===== config.mk =====
export PLATFORM = sky130hd
export DESIGN_NAME = jar_pi_reader
export DESIGN_NICKNAME = d
export VERILOG_FILES = /design/src/rtl/jar_pi_pkg.sv /design/src/rtl/jar_seg7dec.sv /design/src/rtl/jar_pi_reader.sv
export SDC_FILE = /design/constraint.sdc
export NUM_CORES = 1
export LEC_CHECK = 0
export BUFFER_PORTS_ARGS = -buffer_cell sky130_fd_sc_hd__buf_2
export CORE_AREA = 5 5 57 59
export CTS_BUF_LIST = sky130_fd_sc_hd__clkbuf_4
export DETAILED_ROUTE_END_ITERATION = 10
export DIE_AREA = 0 0 62 64
export PLACE_DENSITY_LB_ADDON = 0.15
export SYNTH_ARGS = -nofsm -noshare
export SYNTH_HDL_FRONTEND = slang
export SYNTH_SLANG_ARGS = --single-unit

===== constraint.sdc =====
create_clock -name clk -period 3.11 [get_ports clk]
set_input_delay 0 -clock clk [delete_from_list [all_inputs] [get_ports clk]]
set_output_delay 0 -clock clk [all_outputs]
set_load 0.02 [all_outputs]

===== src/rtl/jar_pi_pkg.sv =====
// Shared types and constants for the pi digit reader.
package jar_pi_pkg;

    localparam int unsigned IDX_W   = 9;
    localparam int unsigned CHUNK_W = 5;

    typedef enum logic [2:0] {
        StIdle,
        StLoadLo,
        StLoadHi,
        StSettle,
        StStream
    } state_t;

    // Active-high g..a glyphs; entry i is the pattern for hex digit i.
    localparam logic [15:0][6:0] GLYPH_TABLE = {
        7'h71, 7'h79, 7'h5E, 7'h39, 7'h7C, 7'h77, 7'h6F, 7'h7F,
        7'h07, 7'h7D, 7'h6D, 7'h66, 7'h4F, 7'h5B, 7'h06, 7'h3F
    };

endpackage


===== src/rtl/jar_seg7dec.sv =====
// Combinational 7-segment pattern to hex decoder; unmatched patterns flag err.
module jar_seg7dec
    import jar_pi_pkg::*;
(
    input  logic [6:0] seg,
    output logic [3:0] hex,
    output logic       err
);

    // Search the glyph table; no hit leaves hex at 0 with err set.
    always_comb begin
        hex = 4'd0;
        err = 1'b1;
        for (int i = 0; i < 16; i++) begin
            if (seg == GLYPH_TABLE[i]) begin
                hex = 4'(i);
                err = 1'b0;
            end
        end
    end

endmodule


===== src/rtl/jar_pi_reader.sv =====
// Loads a start index into the pi digit block, streams N digits and decodes them.
module jar_pi_reader
    import jar_pi_pkg::*;
(
    input  logic               clk,
    input  logic               reset_n,
    input  logic               start,
    input  logic [IDX_W-1:0]   target_index,
    input  logic [3:0]         count,
    output logic               pi_reset,
    output logic               pi_stream,
    output logic [CHUNK_W-1:0] pi_index,
    input  logic [7:0]         pi_segments,
    output logic [3:0]         digit,
    output logic               digit_valid,
    output logic               digit_err,
    output logic               busy,
    output logic               done
);

    state_t             r_state;
    state_t             w_state_next;
    logic [IDX_W-1:0]   r_target;
    logic [4:0]         r_left;
    logic [3:0]         r_digit;
    logic               r_valid;
    logic               r_err;
    logic               r_done;
    logic [3:0]         w_hex;
    logic               w_err;
    logic               w_last;

    jar_seg7dec u_dec (
        .seg (pi_segments[6:0]),
        .hex (w_hex),
        .err (w_err)
    );

    // r_left counts samples still to take, so the final one is at 1.
    assign w_last = (r_left == 5'd1);

    // State, capture and registered digit outputs.
    always_ff @(posedge clk or negedge reset_n) begin
        if (!reset_n) begin
            r_state  <= StIdle;
            r_target <= '0;
            r_left   <= '0;
            r_digit  <= '0;
            r_valid  <= 1'b0;
            r_err    <= 1'b0;
            r_done   <= 1'b0;
        end else begin
            r_state <= w_state_next;
            r_valid <= (r_state == StStream);
            r_digit <= (r_state == StStream) ? w_hex : 4'd0;
            r_err   <= (r_state == StStream) && w_err;
            r_done  <= (r_state == StStream) && w_last;
            if (r_state == StIdle && start) begin
                r_target <= target_index;
                // count of 0 means 16
                r_left   <= {(count == 4'd0), count};
            end else if (r_state == StStream) begin
                r_left <= r_left - 5'd1;
            end
        end
    end

    // Next state and pi block controls; everything idles at 0.
    always_comb begin
        w_state_next = r_state;
        pi_reset     = 1'b0;
        pi_stream    = 1'b0;
        pi_index     = '0;
        unique case (r_state)
            StIdle: begin
                if (start) w_state_next = StLoadLo;
            end
            StLoadLo: begin
                pi_reset     = 1'b1;
                pi_index     = {r_target[3:0], 1'b0};
                w_state_next = StLoadHi;
            end
            StLoadHi: begin
                pi_reset     = 1'b1;
                pi_index     = r_target[8:4];
                w_state_next = StSettle;
            end
            StSettle: begin
                pi_stream    = 1'b1;
                w_state_next = StStream;
            end
            StStream: begin
                pi_stream = !w_last;
                if (w_last) w_state_next = StIdle;
            end
            default: w_state_next = StIdle;
        endcase
    end

    assign busy        = (r_state != StIdle);
    assign digit       = r_digit;
    assign digit_valid = r_valid;
    assign digit_err   = r_err;
    assign done        = r_done;

endmodule


### Yosys cells after proc, flatten, opt, wreduce, memory -nomap -nowiden

Cells that the tools add are included.

* register bits: 24

* add/subtract/negate cells: 1
* multiplexer cells: 40
* reductions and logical operators: 10
* equality and inequality tests: 23

Operator list (number)
* 7-bit equality test (second input constant): 12
* 4-bit 2-to-1 mux: 9
* 1-bit 2-to-1 mux: 18
* 3-bit 2-to-1 mux: 6
* 3-bit case mux with 5 select lines: 1
* 7-bit by 3-bit equality test with 1-bit output (second input constant): 2
* 7-bit by 6-bit equality test with 1-bit output (second input constant): 2
* 5-bit 2-to-1 mux: 2
* 5-bit case mux with 2 select lines: 1
* 3-bit by 2-bit equality test with 1-bit output (second input constant): 2
* 5-bit by 1-bit equality test with 1-bit output (second input constant): 1
* 5-bit by 1-bit subtractor with 5-bit output (second input constant): 1
* 4-bit logical NOT: 1
* 2-bit 2-to-1 mux: 2
* 2-bit inequality test (second input constant): 2
* 3-bit by 1-bit equality test with 1-bit output (second input constant): 1
* 3-bit equality test (second input constant): 1
* 1-bit logical AND: 3
* 3-bit logical NOT: 1
* 3-bit nonzero test: 1
* 1-bit case mux with 2 select lines: 1
* 2-bit AND reduction: 1
* 2-bit nonzero test: 1
* 2-bit OR reduction: 1
* 1-bit logical NOT: 1

### Logic depth before layout (Yosys ltp)

* word-level depth: 18
* depth in mapped cells: 7
* mapped depth without buffers: 5

### By module

Synthesis repeated with hierarchy kept, for this count alone.

* cells, all modules: 145
* area total of the unflattened synthesis: 1446.4 um^2

Modules (own cells, without submodules)
* jar_pi_reader: cells an instance 97, sequential area each 600.6 um^2, area each 1096.1 um^2, times used 1
* jar_seg7dec: cells an instance 48, sequential area each 0.0 um^2, area each 350.3 um^2, times used 1

### Worst setup path before layout

No wires, ideal clock.

* path kind: reg2reg
* start: register r_state[1]
* end: register r_target[4]
* path buffers: 2
* cell stages (with the launch flop): 5
* data required time: 2.985 ns
* slack: 1.525 ns
* arrival time: 1.460 ns
* cells stage by stage: dfrtp_1 > buf_6 > nor4b_4 > buf_2 > mux2_2

* longest elaborated chain between the ends: 2

RTL lines
* start, declared: line jar_pi_reader.sv:21 `state_t r_state;`
* start signal, assigned: line jar_pi_reader.sv:45 `r_state <= StIdle;`
* start signal, assigned: line jar_pi_reader.sv:53 `r_state <= w_state_next;`
* 3-bit logical NOT: line jar_pi_reader.sv:58 `if (r_state == StIdle && start) begin`
* 1-bit logical AND: line jar_pi_reader.sv:58
* end signal, assigned: line jar_pi_reader.sv:59 `r_target <= target_index;`
* end, declared: line jar_pi_reader.sv:23 `logic [IDX_W-1:0] r_target;`

Every way passes these cells.
A chain may end at the register's enable or synchronous reset.

### Final worst setup path

* start: register r_state[2]
* end: output port pi_stream

* longest elaborated chain between the ends: 2
* elaborated cells between the ends (all ways): 3
* classes of those cells: eq/ne: 2; mux: 1

RTL lines
* 3-bit equality test / 3-bit by 2-bit equality test with 1-bit output (equally long branches): line jar_pi_reader.sv:74 `unique case (r_state)`
* 1-bit case mux with 2 select lines (*): line jar_pi_reader.sv:74
* end, declared: line jar_pi_reader.sv:11 `output logic pi_stream,`

Every way passes the cells marked *; elsewhere a longest branch is shown, timed or not.

==> impl_metrics.yaml <==
synthesis:
  syn_inst: 148
  synth-adder-area-share: 0.0178
  syn_nets: 174
  synth_area_mm2: 0.00141
  yosys.area_share.simple: 0.248
  netlist.top_cell.by_area: "dfrtp_1"
  synth_top_family_by_area: "simple AND/OR/NAND/NOR gates"
  ys_seq_elements: 24
  async_flop_share: 1.00
  synth_edf_count: 0
  yosysUniqueCellTypes: 44
  synth_top_area_share: 0.426
  synthFlopType: "dfrtp_1"
  yosys.area_share.xor_xnor: 0.00622
  synth_compound_gate_area_share: 0.168
  synth.area.top_cells: "dfrtp_1 (43%), mux2_2 (7.2%), nor2_1 (4.3%), nand2_1 (3.7%), o21ai_0 (2.5%)"
  muxShareOfSynthArea: 0.0719
  yosysWarnings: 0
  seq_area_frac_synth: 0.426
  synth.avg_cell_area_um2: 9.52
floorplanning:
  die_h_um: 64
  die_w_um: 62
  start_util: 0.529
  dieArea_mm2: 0.00397
  core_mm2: 0.00266
  io_pins: 39
  rows: 19
timing:
  drv_slew: 0
  final.period_utilization: 0.657
  rsz0062_at_grt: "no"
  fin_setup_tns_ps: 0
  clock.fmax_ghz: 0.490
  finalHoldViolCount: 0
  skew_ps: 12.3
  finalCriticalPeriod_ps: 2040
  tightest_slew_ps: 524
  setup_viol: 0
  relSlewSlack: 0.651
detailed_routing:
  route.met3.wl_um: 224
  drc: 0
  wl_met1_um: 1340
  vias_per_cell: 5.90
  routed-wl-met2_um: 1660
  antenna_left: 0
  top_layer: "met4"
  first_iter_violations: 68
  wl_per_cell_um: 14.5
  firstDrtPassIters: 4
  wl_um: 3250
  vias: 1322
clock_tree:
  clkTransAtPathRegs_ps: 130
  cts_resized: 0
  clockRootBuffer: "clkbuf_4"
  htreeDepth: 1
  cts-hold-fix-buffers: 15
  cts_tree: "done"
  clock_sinks: 24
  numCtsBuffers: 3
  cts_setup_buffers: 0
  cts_buffer_depth: 2
  clk_latency_ps: 310
worst_setup_path:
  worstSetupEndpointType: "primary output"
  critPathLaunchType: "register"
  path_max_fanout: 13
  cp-startpoint: "r_state[2]$_DFFE_PN0P_"
  setup.worst_path.class: "register to primary output"
  reg2reg_from: "r_state[2]$_DFFE_PN0P_"
  cp.required_ps: 3110
  cp_data_arrival_time_ps: 2040
cells_and_area:
  drive_above_1_share: 0.280
  fill_cells: 205
  regArea_um2: 601
  antenna_cells: 0
  area.growth.synth_to_final_pct: 24.2
  multi_input_area_um2: 721
  layout.nets: 220
pwr:
  ir_drop_v: 0.000480
  p_per_area_mw_per_mm2: 708
  leakagePower_nw: 0.820
  p_total_mw: 1.24
grt:
  grt_overflow: 0
  grt_use_total: 0.171
  grt_antenna_before_repair: 0
  grt_start_max_net_pins: 25
  grt_pass1_vias: 1216
  grt_pass1_wl_um: 5270
place:
  io_buffers: 37
  hpwl_um: 2280
  gp_congestion: 0.831
worst_hold_path:
  hp-class: "input pin to register"
  holdCritStartpoint: "pi_segments[2]"
status:
  status: "finished clean"
job:
  cap_violations: 0
==> cell families (layout without fill, tap and decap cells) <==
logic type,after synthesis,after routing
flip-flops,24,24
XOR/XNOR,1,1
adder cells (fa/ha/maj),2,2
buffers and inverters,17,62
multiplexers,9,9
AO/OA/AOI/OAI,33,33
AND/OR/NAND/NOR,62,62
==> cells in the final DEF (no fill, tap or decap), drive strengths merged, types with 4 or more instances in the layout <==
master	netlist	routed
o21ai	7	7
nor2	16	16
buf	8	38
nand2	14	14
a21oi	5	5
inv	4	4
nor3	6	6
a22oi	4	4
dlygate4sd3	0	15
mux2	9	9
dfrtp	24	24
==> sequential cells by signal (all words and copies together), names as in the netlist <==
signal and count:
r_left 5, r_state 3, done 1, digit 4, digit_err 1, digit_valid 1
r_target 9
==> cells in the mapped netlist (all sizes together) (2+ instances only) <==
cell type and count:
dfrtp 24, nor2 16, nand2 14, mux2 9, buf 8, o21ai 7
nor3 6, a21oi 5, a22oi 4, clkbuf 4, inv 4, and3 3
nand2b 3, nor2b 3, o211ai 3, or3b 3, a221o 2, ha 2
nand4 2, nand4b 2, nor4 2, nor4bb 2
==> worst max-delay path, cell delays in order (launching register included) <==
cell,delay (ps)
dfrtp_1,620
or3b_1,570
clkinv_2,180
nand2_1,80
o21ai_0,80
buf_2,200
==> final timing paths <==
| path | end | cells past startpoint | slack, ps |
|---|---|---|---|
| max | pi_stream | 5 | 1070 |
| min | digit[0]$_DFF_PN0_ | 3 | 90 |
| max reg2reg | r_left[1]$_DFFE_PN0P_ | 4 | 1190 |
| min reg2reg | r_target[3]$_DFFE_PN0P_ | 1 | 520 |
| max in group asynchronous | r_target[7]$_DFFE_PN0P_ | 2 | 2570 |
| min in group asynchronous | r_target[4]$_DFFE_PN0P_ | 2 | 180 |
==> per-layer routing <==
| metal | vias up | track usage |
|---|---|---|
| met4 | 0 | 0.0477 |
| met3 | 4 | 0.0282 |
| li1 | 635 | - |
| met5 | - | 0 |
| met2 | 44 | 0.297 |
| met1 | 639 | 0.211 |
==> stage by stage <==
step	area (µm²)	hold slack [ps]	setup WS, ps	instances	utilization
after floorplan	1410	-296	1530	148	-
after global placement	1570	5.95	1220	205	0.591
after detailed placement	1570	13.1	1210	205	0.591
after CTS	1750	78.5	1040	224	0.657
after global routing	1750	90.4	946	224	0.657
final	1750	92.0	1070	224	0.657
==> report_power, final <==
group | internal [mW] | leakage (nW) | switching [mW]
logic | 0.252 | 0.501 | 0.315
clock network | 0.0468 | 0.0154 | 0.0865
registers | 0.428 | 0.304 | 0.109
==> area by class of cell <==
cell class	count	area share
Clock buffer	3	0.0129
Clock inverter	1	0.00215
Inverter	5	0.0114
Multi-Input combinational cell	107	0.412
Sequential cell	24	0.343
Tap cell	31	0.0222
Timing Repair Buffer	53	0.196
No activity file was read; power rests on OpenSTA's default activity.
